## src/rtl/ahb_dma_master_if.sv

```systemverilog
// Purpose: bundles the AHB-Lite initiator signals and the AES block handshake of the DMA master.
// Latency: none, wiring only.
// Backpressure: hready stalls the bus side; blk_out_ready / blk_in_valid pace the core side.
// Ports (master view): haddr/htrans/hwrite/hsize/hwdata out, hrdata/hready/hresp in,
//                      blk_out/blk_out_valid/blk_in_ready out, blk_out_ready/blk_in/blk_in_valid in.
interface ahb_dma_master_if #(
    parameter int ADDR_W = 32
);
    logic [ADDR_W-1:0] haddr;
    logic [1:0]        htrans;
    logic              hwrite;
    logic [2:0]        hsize;
    logic [31:0]       hwdata;
    logic [31:0]       hrdata;
    logic              hready;
    logic              hresp;
    logic [127:0]      blk_out;
    logic              blk_out_valid;
    logic              blk_out_ready;
    logic [127:0]      blk_in;
    logic              blk_in_valid;
    logic              blk_in_ready;

    modport master (
        output haddr, htrans, hwrite, hsize, hwdata,
        input  hrdata, hready, hresp,
        output blk_out, blk_out_valid, blk_in_ready,
        input  blk_out_ready, blk_in, blk_in_valid
    );

    modport slave (
        input  haddr, htrans, hwrite, hsize, hwdata,
        output hrdata, hready, hresp,
        input  blk_out, blk_out_valid, blk_in_ready,
        output blk_out_ready, blk_in, blk_in_valid
    );
endinterface

```

## src/rtl/ahb_dma_master.sv

```systemverilog
// Purpose: AHB-Lite DMA initiator; reads 128-bit blocks as four single word reads, hands them to the AES core, writes the result back.
// Latency: 2 cycles per unstalled word (8 read + 8 write cycles per block) plus core handshake; done pulses the cycle after DONE.
// Backpressure: hready=0 holds every address/data-phase output; blk_out held until blk_out_ready; result waited for on blk_in_valid.
// Ports: hclk/hresetn clock and async active-low reset; start, data_read_loc, data_write_loc, size_data request inputs;
//        busy, done, err status; bus = AHB master signals plus AES block handshake (ahb_dma_master_if.master).
module ahb_dma_master #(
    parameter int ADDR_W    = 32,
    parameter int BLK_WORDS = 4
) (
    input  logic              hclk,
    input  logic              hresetn,
    input  logic              start,
    input  logic [ADDR_W-1:0] data_read_loc,
    input  logic [ADDR_W-1:0] data_write_loc,
    input  logic [31:0]       size_data,
    output logic              busy,
    output logic              done,
    output logic              err,
    ahb_dma_master_if.master  bus
);
    localparam int         BLK_BITS = 32 * BLK_WORDS;
    localparam logic [1:0] LAST_IDX = 2'(BLK_WORDS - 1);
    localparam logic [1:0] HTRANS_IDLE    = 2'b00;
    localparam logic [1:0] HTRANS_NONSEQ  = 2'b10;

    typedef enum logic [2:0] {
        S_IDLE,
        S_RD_ADDR,
        S_RD_DATA,
        S_PUSH,
        S_WAIT_RES,
        S_WR_ADDR,
        S_WR_DATA,
        S_DONE
    } state_t;

    state_t              r_state;
    state_t              w_state_nxt;
    logic [ADDR_W-1:0]   r_rd_ptr;
    logic [ADDR_W-1:0]   r_wr_ptr;
    logic [27:0]         r_blk_left;
    logic [1:0]          r_idx;
    logic [BLK_BITS-1:0] r_rd_blk;
    logic [BLK_BITS-1:0] r_wr_blk;
    logic [31:0]         r_hwdata;
    logic                r_busy;
    logic                r_done;
    logic                r_err;

    logic                w_accept;
    logic                w_rd_beat;
    logic                w_wr_beat;
    logic                w_res_take;
    logic                w_wr_load;
    logic                w_bus_err;
    logic                w_last_word;

    // Length granularity is one block; the sub-block byte count is dropped.
    logic                w_unused_size_lsb;
    assign w_unused_size_lsb = ^size_data[3:0];

    assign w_last_word = (r_idx == LAST_IDX);

    // Next-state and per-cycle strobes.
    always_comb begin
        w_state_nxt = r_state;
        w_accept    = 1'b0;
        w_rd_beat   = 1'b0;
        w_wr_beat   = 1'b0;
        w_res_take  = 1'b0;
        w_wr_load   = 1'b0;
        w_bus_err   = 1'b0;
        case (r_state)
            S_IDLE: begin
                if (start) begin
                    w_accept    = 1'b1;
                    w_state_nxt = (size_data[31:4] == 28'd0) ? S_DONE : S_RD_ADDR;
                end
            end
            S_RD_ADDR: begin
                if (bus.hready) w_state_nxt = S_RD_DATA;
            end
            S_RD_DATA: begin
                if (bus.hresp) begin
                    w_bus_err   = 1'b1;
                    w_state_nxt = S_DONE;
                end else if (bus.hready) begin
                    w_rd_beat   = 1'b1;
                    w_state_nxt = w_last_word ? S_PUSH : S_RD_ADDR;
                end
            end
            S_PUSH: begin
                if (bus.blk_out_ready) w_state_nxt = S_WAIT_RES;
            end
            S_WAIT_RES: begin
                if (bus.blk_in_valid) begin
                    w_res_take  = 1'b1;
                    w_state_nxt = S_WR_ADDR;
                end
            end
            S_WR_ADDR: begin
                if (bus.hready) begin
                    w_wr_load   = 1'b1;
                    w_state_nxt = S_WR_DATA;
                end
            end
            S_WR_DATA: begin
                if (bus.hresp) begin
                    w_bus_err   = 1'b1;
                    w_state_nxt = S_DONE;
                end else if (bus.hready) begin
                    w_wr_beat = 1'b1;
                    if (!w_last_word)
                        w_state_nxt = S_WR_ADDR;
                    else if (r_blk_left != 28'd1)
                        w_state_nxt = S_RD_ADDR;
                    else
                        w_state_nxt = S_DONE;
                end
            end
            S_DONE: begin
                w_state_nxt = S_IDLE;
            end
            default: begin
                w_state_nxt = S_IDLE;
            end
        endcase
    end

    always_ff @(posedge hclk or negedge hresetn) begin
        if (!hresetn) r_state <= S_IDLE;
        else          r_state <= w_state_nxt;
    end

    // Datapath. Read words shift in from the bottom so the lowest address
    // ends in the top slot; write words shift out of the top for the same order.
    always_ff @(posedge hclk or negedge hresetn) begin
        if (!hresetn) begin
            r_rd_ptr   <= '0;
            r_wr_ptr   <= '0;
            r_blk_left <= '0;
            r_idx      <= '0;
            r_rd_blk   <= '0;
            r_wr_blk   <= '0;
            r_hwdata   <= '0;
            r_busy     <= 1'b0;
            r_done     <= 1'b0;
            r_err      <= 1'b0;
        end else begin
            r_done <= (r_state == S_DONE);
            if (r_state == S_DONE) r_busy <= 1'b0;

            if (w_accept) begin
                r_rd_ptr   <= data_read_loc;
                r_wr_ptr   <= data_write_loc;
                r_blk_left <= size_data[31:4];
                r_idx      <= '0;
                r_busy     <= 1'b1;
                r_err      <= 1'b0;
            end

            if (w_bus_err) r_err <= 1'b1;

            if (w_rd_beat) begin
                r_rd_blk <= {r_rd_blk[BLK_BITS-33:0], bus.hrdata};
                r_rd_ptr <= r_rd_ptr + ADDR_W'(4);
                r_idx    <= w_last_word ? 2'd0 : r_idx + 2'd1;
            end

            if (w_res_take) r_wr_blk <= bus.blk_in;

            // hwdata is loaded at the end of the address phase so it is
            // already valid on the first cycle of the data phase.
            if (w_wr_load) r_hwdata <= r_wr_blk[BLK_BITS-1 -: 32];

            if (w_wr_beat) begin
                r_wr_blk <= {r_wr_blk[BLK_BITS-33:0], 32'd0};
                r_wr_ptr <= r_wr_ptr + ADDR_W'(4);
                r_idx    <= w_last_word ? 2'd0 : r_idx + 2'd1;
                if (w_last_word) r_blk_left <= r_blk_left - 28'd1;
            end
        end
    end

    // Bus outputs decode straight from the state register, so an async
    // reset drops htrans to IDLE in the same cycle.
    assign bus.htrans        = (r_state == S_RD_ADDR || r_state == S_WR_ADDR) ? HTRANS_NONSEQ : HTRANS_IDLE;
    assign bus.haddr         = (r_state == S_WR_ADDR || r_state == S_WR_DATA) ? r_wr_ptr : r_rd_ptr;
    assign bus.hwrite        = (r_state == S_WR_ADDR || r_state == S_WR_DATA);
    assign bus.hsize         = 3'b010;
    assign bus.hwdata        = r_hwdata;
    assign bus.blk_out       = r_rd_blk;
    assign bus.blk_out_valid = (r_state == S_PUSH);
    assign bus.blk_in_ready  = (r_state == S_WAIT_RES);

    assign busy = r_busy;
    assign done = r_done;
    assign err  = r_err;
endmodule

```

## src/flat_wrapper.sv

```systemverilog
// flat-port wrapper written by rule: the top's interface ports become plain ports
module ahb_dma_master_flat 
#(
    parameter int ADDR_W    = 32,
    parameter int BLK_WORDS = 4
)
  (hclk, hresetn, start, data_read_loc, data_write_loc, size_data, busy, done, err, bus_haddr, bus_htrans, bus_hwrite, bus_hsize, bus_hwdata, bus_hrdata, bus_hready, bus_hresp, bus_blk_out, bus_blk_out_valid, bus_blk_in_ready, bus_blk_out_ready, bus_blk_in, bus_blk_in_valid);
  ahb_dma_master_if #(.ADDR_W(ADDR_W)) bus_i ();
  input  logic hclk;
  input  logic hresetn;
  input  logic start;
  input  logic [ADDR_W-1:0] data_read_loc;
  input  logic [ADDR_W-1:0] data_write_loc;
  input  logic [31:0] size_data;
  output logic busy;
  output logic done;
  output logic err;
  output wire logic [$bits(bus_i.haddr)-1:0] bus_haddr;
  output wire logic [$bits(bus_i.htrans)-1:0] bus_htrans;
  output wire logic [$bits(bus_i.hwrite)-1:0] bus_hwrite;
  output wire logic [$bits(bus_i.hsize)-1:0] bus_hsize;
  output wire logic [$bits(bus_i.hwdata)-1:0] bus_hwdata;
  input wire logic [$bits(bus_i.hrdata)-1:0] bus_hrdata;
  input wire logic [$bits(bus_i.hready)-1:0] bus_hready;
  input wire logic [$bits(bus_i.hresp)-1:0] bus_hresp;
  output wire logic [$bits(bus_i.blk_out)-1:0] bus_blk_out;
  output wire logic [$bits(bus_i.blk_out_valid)-1:0] bus_blk_out_valid;
  output wire logic [$bits(bus_i.blk_in_ready)-1:0] bus_blk_in_ready;
  input wire logic [$bits(bus_i.blk_out_ready)-1:0] bus_blk_out_ready;
  input wire logic [$bits(bus_i.blk_in)-1:0] bus_blk_in;
  input wire logic [$bits(bus_i.blk_in_valid)-1:0] bus_blk_in_valid;
  assign bus_haddr = bus_i.haddr;
  assign bus_htrans = bus_i.htrans;
  assign bus_hwrite = bus_i.hwrite;
  assign bus_hsize = bus_i.hsize;
  assign bus_hwdata = bus_i.hwdata;
  assign bus_i.hrdata = bus_hrdata;
  assign bus_i.hready = bus_hready;
  assign bus_i.hresp = bus_hresp;
  assign bus_blk_out = bus_i.blk_out;
  assign bus_blk_out_valid = bus_i.blk_out_valid;
  assign bus_blk_in_ready = bus_i.blk_in_ready;
  assign bus_i.blk_out_ready = bus_blk_out_ready;
  assign bus_i.blk_in = bus_blk_in;
  assign bus_i.blk_in_valid = bus_blk_in_valid;
  ahb_dma_master #(.ADDR_W(ADDR_W), .BLK_WORDS(BLK_WORDS)) u_core (.hclk(hclk), .hresetn(hresetn), .start(start), .data_read_loc(data_read_loc), .data_write_loc(data_write_loc), .size_data(size_data), .busy(busy), .done(done), .err(err), .bus(bus_i));
endmodule
```

## config.mk

```make
export PLATFORM = sky130hd
export DESIGN_NAME = ahb_dma_master_flat
export DESIGN_NICKNAME = d
export VERILOG_FILES = /design/src/rtl/ahb_dma_master_if.sv /design/src/rtl/ahb_dma_master.sv /design/src/flat_wrapper.sv
export SDC_FILE = /design/constraint.sdc
export NUM_CORES = 1
export LEC_CHECK = 0
export CORE_MARGIN = 2
export CORE_UTILIZATION = 25
export CTS_BUF_LIST = sky130_fd_sc_hd__clkbuf_4
export CTS_CLUSTER_DIAMETER = 40
export DETAILED_ROUTE_END_ITERATION = 16
export RECOVER_POWER = 50
export SYNTH_ARGS = -nofsm -noshare
export SYNTH_HDL_FRONTEND = slang
export SYNTH_SLANG_ARGS = --single-unit
```

## constraint.sdc

```tcl
create_clock -name hclk -period 4.3 [get_ports hclk]
set_input_delay 0.86 -clock hclk [delete_from_list [all_inputs] [get_ports hclk]]
set_output_delay 0.86 -clock hclk [all_outputs]
set_load 0.02 [all_outputs]
```

# Yosys cells after proc, flatten, opt, wreduce, memory -nomap -nowiden
# Cells that the tools add are included.
# classes
n_reduce_logical	12
add_sub_neg	4
eq_ne	16
n_mux	44
# op_table
operator	n
$mux W128	2
$mux W32	5
$mux W28	3
$add A32 B3 Y32 const B	2
$mux W3	12
$logic_not A28 Y1	1
$ne A28 B1 Y1 const B	1
$sub A28 B1 Y28 const B	1
$pmux W3 S8	1
$mux W1	15
$eq A3 B3 Y1 const B	4
$mux W2	6
$reduce_bool A2 Y1	5
$reduce_and A7 Y1	1
$eq A3 B2 Y1 const B	2
$ne A2 B2 Y1 const B	3
$ne A3 B3 Y1 const B	2
$ne A2 B1 Y1 const B	2
$eq A3 B1 Y1 const B	1
$logic_not A3 Y1	1
$reduce_bool A3 Y1	1
$add A2 B1 Y2 const B	1
$eq A2 B2 Y1 const B	1
$logic_or A1 B1 Y1	2
$reduce_or A2 Y1	1
# totals
out_inout_bits	203
word_cells	87
ff_bits	388

# Logic depth before layout (Yosys ltp)
# depth
word_depth	6
depth_mapped	9

# Least setup slack after synthesis
# No wires, ideal clock.
# synth_timing
path_type	reg2out
start	register u_core.r_state[0]
end	output port bus_haddr[13]
path_stages_with_launch	6
path_slack_ns	1.417
arrival_ns	2.023
required_time_ns	3.440
path_cell_list	dfrtp_1 buf_2 nor2b_1 o21ai_1 clkbuf_1 o21ai_0
# synth_between
elab_chain_cells	3
word_cells_on_any_way	4
# synth_lines
element	line	text
start, declared	ahb_dma_master.sv:37	state_t r_state;
start signal, assigned	ahb_dma_master.sv:132	else r_state <= w_state_nxt;
$eq A3 B3 Y1	ahb_dma_master.sv:188	assign bus.haddr = (r_state == S_WR_ADDR || r_state == S_WR_DATA) ? r_wr_ptr : r_rd_ptr;
$logic_or A1 B1 Y1 (*)	ahb_dma_master.sv:188	
$mux W32 (*)	ahb_dma_master.sv:188	
end, declared	flat_wrapper.sv:18	output wire logic [$bits(bus_i.haddr)-1:0] bus_haddr;
# Mark *: on every way between the ends. The rest lies on a longest branch, timed or not.

# Final worst setup path
# layout_timing
start	register u_core.r_state[1]
end	output port bus_haddr[2]
# Same word-level chain as after synthesis.

==> flow_metrics.env <==
export IMPL_maxSlewViolCount=270
export IMPL_seqCellArea_um2=9710
export IMPL_port_buffers=457
export IMPL_finalClockSkew_ns=0.101
export IMPL_violations="capacitance limit, slew limit"
export IMPL_cp_required_ns=3.44
export IMPL_die_area_um2=71100
export IMPL_antenna_left=0
export IMPL_synth_edf_count=0
export IMPL_cp_slowest_stage_delay_ns=0.71
export IMPL_drtIter0Drc=1126
export IMPL_final_setup_tns_ns=0
export IMPL_status="complete, but fails checks"
export IMPL_numCtsBuffers=115
export IMPL_swShare_pct=39.0
export IMPL_critPathMaxFanout=12
export IMPL_path_cells="nor2b_4 -> o21ai_4 -> buf_4 -> mux2_2 -> clkdlybuf4s50_1"
export IMPL_intPower_w=0.00959
export IMPL_clk_pin_slew_ns=0.06
export IMPL_grt_pass1_wl_um=93300
export IMPL_hp_class="flip-flop to flip-flop"
export IMPL_synth_seq_area_share_pct=56.3
export IMPL_tightest_slew_ns=2.75
export IMPL_fp_dieH_um=267
export IMPL_p_per_area_nw_per_um2=648
export IMPL_start_kind="flip-flop"
export IMPL_end_kind="output pin"
export IMPL_floorplan_die_width_um=267
export IMPL_drv_cap=4
export IMPL_grt_overflow=0
export IMPL_final_nets=2585
export IMPL_setup_viol=0
export IMPL_grtUsageTotal_pct=16.9
export IMPL_cts_sinks=388
export IMPL_cts_buffer_depth=3
export IMPL_cpMaxStageDelayCell="clkdlybuf4s50_1"
export IMPL_grt_max_degree=111
export IMPL_p_total_w=0.0157
export IMPL_relSlewSlack_pct=-83.5
export IMPL_power_switching_w=0.00614
export IMPL_syn_area_um2=17300
export IMPL_cts_tree="yes"
export IMPL_synth_area_per_cell_um2=9.44
export IMPL_yosysUniqueCellTypes=63
export IMPL_vdd_drop_max_v=0.000234
export IMPL_finish_instance_area_um2=24300
export IMPL_fill_cells=6955
export IMPL_root_buffer="clkbuf_4"
export IMPL_syn_to_final_growth_pct=40.6
export IMPL_power_frac_seq_pct=40.4
export IMPL_postSynthCellCount=1828
export IMPL_boundaryPins=466
export IMPL_drc_errors=0
export IMPL_core_area_um2=68500
export IMPL_holdWs_ns=0.415
export IMPL_antenna_found_initial=15
export IMPL_ys_async_sr_fraction_pct=100
export IMPL_min_period_ns=4.05
export IMPL_h_tree_depth=3
export IMPL_fmaxAchievable_ghz=0.247
export IMPL_rows=96
export IMPL_critical_path_class="flip-flop to output pin"
export IMPL_arrival_ns=3.19
export IMPL_p_leak_nw=11.1
export IMPL_dr_pass1_iters=5
export IMPL_drt_wirelength_per_cell_um=18.7
export IMPL_dpl_cell_area_um2=22800
export IMPL_grt_pass1_vias=16138
export IMPL_ys_ff_latch=388
export IMPL_synth_ff_type="dfrtp_1"
export IMPL_power_share_clock_pct=22.6
export IMPL_drive_gt1_share_pct=12.2
export IMPL_routabilityCongestion=0.821
export IMPL_multi_input_area_um2=7070
export IMPL_avgViaCountPerCell=4.83
export IMPL_clkLatencyLatePin_ns=0.93
export IMPL_routed_wirelength_um=61400
export IMPL_combPwrFrac_pct=37.1
export IMPL_start_util_pct=25.2
export IMPL_dp_hpwl_um=43400
export IMPL_hold_violations=0
export IMPL_synth_warnings=0
export IMPL_num_vias=15860
export IMPL_rsz0062_at_grt="no"
export IMPL_fin_crit_sh_pct=94.1
## registers in the layout (all words and copies together) (netlist names), 2 cells and up
| register | cells |
|---|---|
| u_core.r_blk_left | 28 |
| u_core.bus.hwdata | 32 |
| u_core.r_idx | 2 |
| u_core.r_state | 3 |
| u_core.bus.blk_out | 128 |
| u_core.r_wr_blk | 128 |
| u_core.r_wr_ptr | 32 |
| u_core.r_rd_ptr | 32 |
## worst paths after layout
| kind | startpoint | to | slack [ns] | cells past startpoint |
|---|---|---|---|---|
| worst max-delay path | u_core.r_state[1]$_DFFE_PN0P_ | bus_haddr[2] | 0.25 | 5 |
| worst min-delay path | u_core.bus.blk_out[92]$_DFFE_PN0P_ | u_core.bus.blk_out[124]$_DFFE_PN0P_ | 0.42 | 2 |
| worst max register to register | u_core.r_state[2]$_DFFE_PN0P_ | u_core.r_rd_ptr[9]$_DFFE_PN0P_ | 0.79 | 5 |
| worst min register to register | u_core.bus.blk_out[92]$_DFFE_PN0P_ | u_core.bus.blk_out[124]$_DFFE_PN0P_ | 0.42 | 2 |
| max in group asynchronous | hresetn | u_core.r_wr_blk[112]$_DFFE_PN0P_ | 0.63 | 3 |
| min in group asynchronous | hresetn | u_core.bus.blk_out[49]$_DFFE_PN0P_ | 1.37 | 2 |
## cell families (layout without fill, tap and decap cells)
kind of cell             count (synthesis)  count (layout)  synth area share [%]
XOR/XNOR                                 3               3                 0.152
multiplexers                            65              65                  4.21
AND/OR/NAND/NOR                        925             925                  22.6
other                                    2              12                0.0435
flip-flops                             388             388                  56.3
AO/OA/AOI/OAI                          307             308                  13.2
adder cells (fa/ha/maj)                  5               5                 0.363
buffers and inverters                  133             697                  3.13
## through the flow
| step | instances | setup slack (ns) | utilization [%] |
|---|---|---|---|
| after floorplan | 1830 | 1.42 | - |
| after global placement | 3077 | 0.706 | 33.3 |
| after detailed placement | 3077 | 0.654 | 33.3 |
| after CTS | 3277 | 0.00202 | 35.5 |
| after global routing | 3282 | 0.0467 | 35.4 |
| final | 3285 | 0.253 | 35.4 |
## synth_stat cells, types with 16 or more instances
library cell | n | area share [%]
a311oi_1 | 16 | 0.81
nor4_1 | 16 | 0.58
a22o_1 | 33 | 1.7
nand2_1 | 702 | 15
nand3_1 | 54 | 1.6
clkbuf_1 | 81 | 1.8
buf_2 | 20 | 0.58
nor3_1 | 21 | 0.61
o21ai_0 | 36 | 1.0
nor2_1 | 63 | 1.4
a22oi_1 | 107 | 4.7
dfrtp_1 | 388 | 56
mux2_2 | 61 | 4.0
inv_1 | 17 | 0.37
a21oi_1 | 23 | 0.67
nand4_1 | 20 | 0.73
o211ai_1 | 21 | 0.91
o311ai_0 | 26 | 1.3
## layout by cell type, fill, tap and decap left out, drive strengths merged, types with 5 or more instances in the layout
cell type	synthesis	layout
nand2	702	702
clkdlybuf4s50	0	455
dfrtp	388	388
clkbuf	82	177
a22oi	107	107
nor2	63	63
mux2	61	61
nand3	54	54
o21ai	38	39
a22o	33	33
o311ai	26	26
a21oi	23	23
nand4	23	23
nor3	22	22
clkinv	0	22
o211ai	21	21
inv	17	21
nor4	21	21
buf	34	19
a311oi	16	16
a221o	11	11
a211oi	10	10
or3	9	9
and3	9	9
diode	0	8
a31oi	7	7
ha	5	5
## what timing repair did
action                                  in CTS  in global routing
resized for setup                            7                  1
gates cloned                                 1                  0
endpoints found under the setup margin      33                 15
buffers inserted                             3                  0
pin swaps                                    1                  0
endpoints found under the hold margin       39                  0
hold buffers                                 1                  0
## critical path, delay by kind of cell (launching register included)
| family | cells | cell delay, ns |
|---|---|---|
| buffers and inverters | 2 | 0.91 |
| DFF | 1 | 0.59 |
| and+or+nand+nor | 1 | 0.44 |
| muxes | 1 | 0.21 |
| AOI/OAI and AO/OA | 1 | 0.19 |
## routing by layer
metal | routed length, um | global-route usage (%) | vias up | part of all wire, %
met5 | 113 | 0 | - | 0.18
met4 | 1770 | 7.20 | 16 | 2.9
met3 | 5400 | 5.54 | 138 | 8.8
met2 | 27800 | 26.0 | 630 | 45
met1 | 26400 | 21.7 | 7666 | 43
li1 | - | - | 7410 | -
## layout make-up
class	count	area share, %
well taps	882	4.55
diodes	8	0.0825
multi-input cells	1310	29.1
repair buffers	485	19.9
flip-flops and latches	388	40.0
clock buffers	168	5.20
clock inverters	27	0.820
inverters	17	0.263
## power by group through the flow
stage,Combinational (W),Clock [W],Sequential [W]
6_report,0.00584,0.00355,0.00635
5_1_grt,0.00637,0.00392,0.00655
4_1_cts,0.00594,0.00372,0.00633
3_5_place_dp,0.00583,0,0.00637
3_3_place_gp,0.00571,0,0.00630
2_1_floorplan,0.00285,0,0.00643
(Power assumes the default switching activity.)
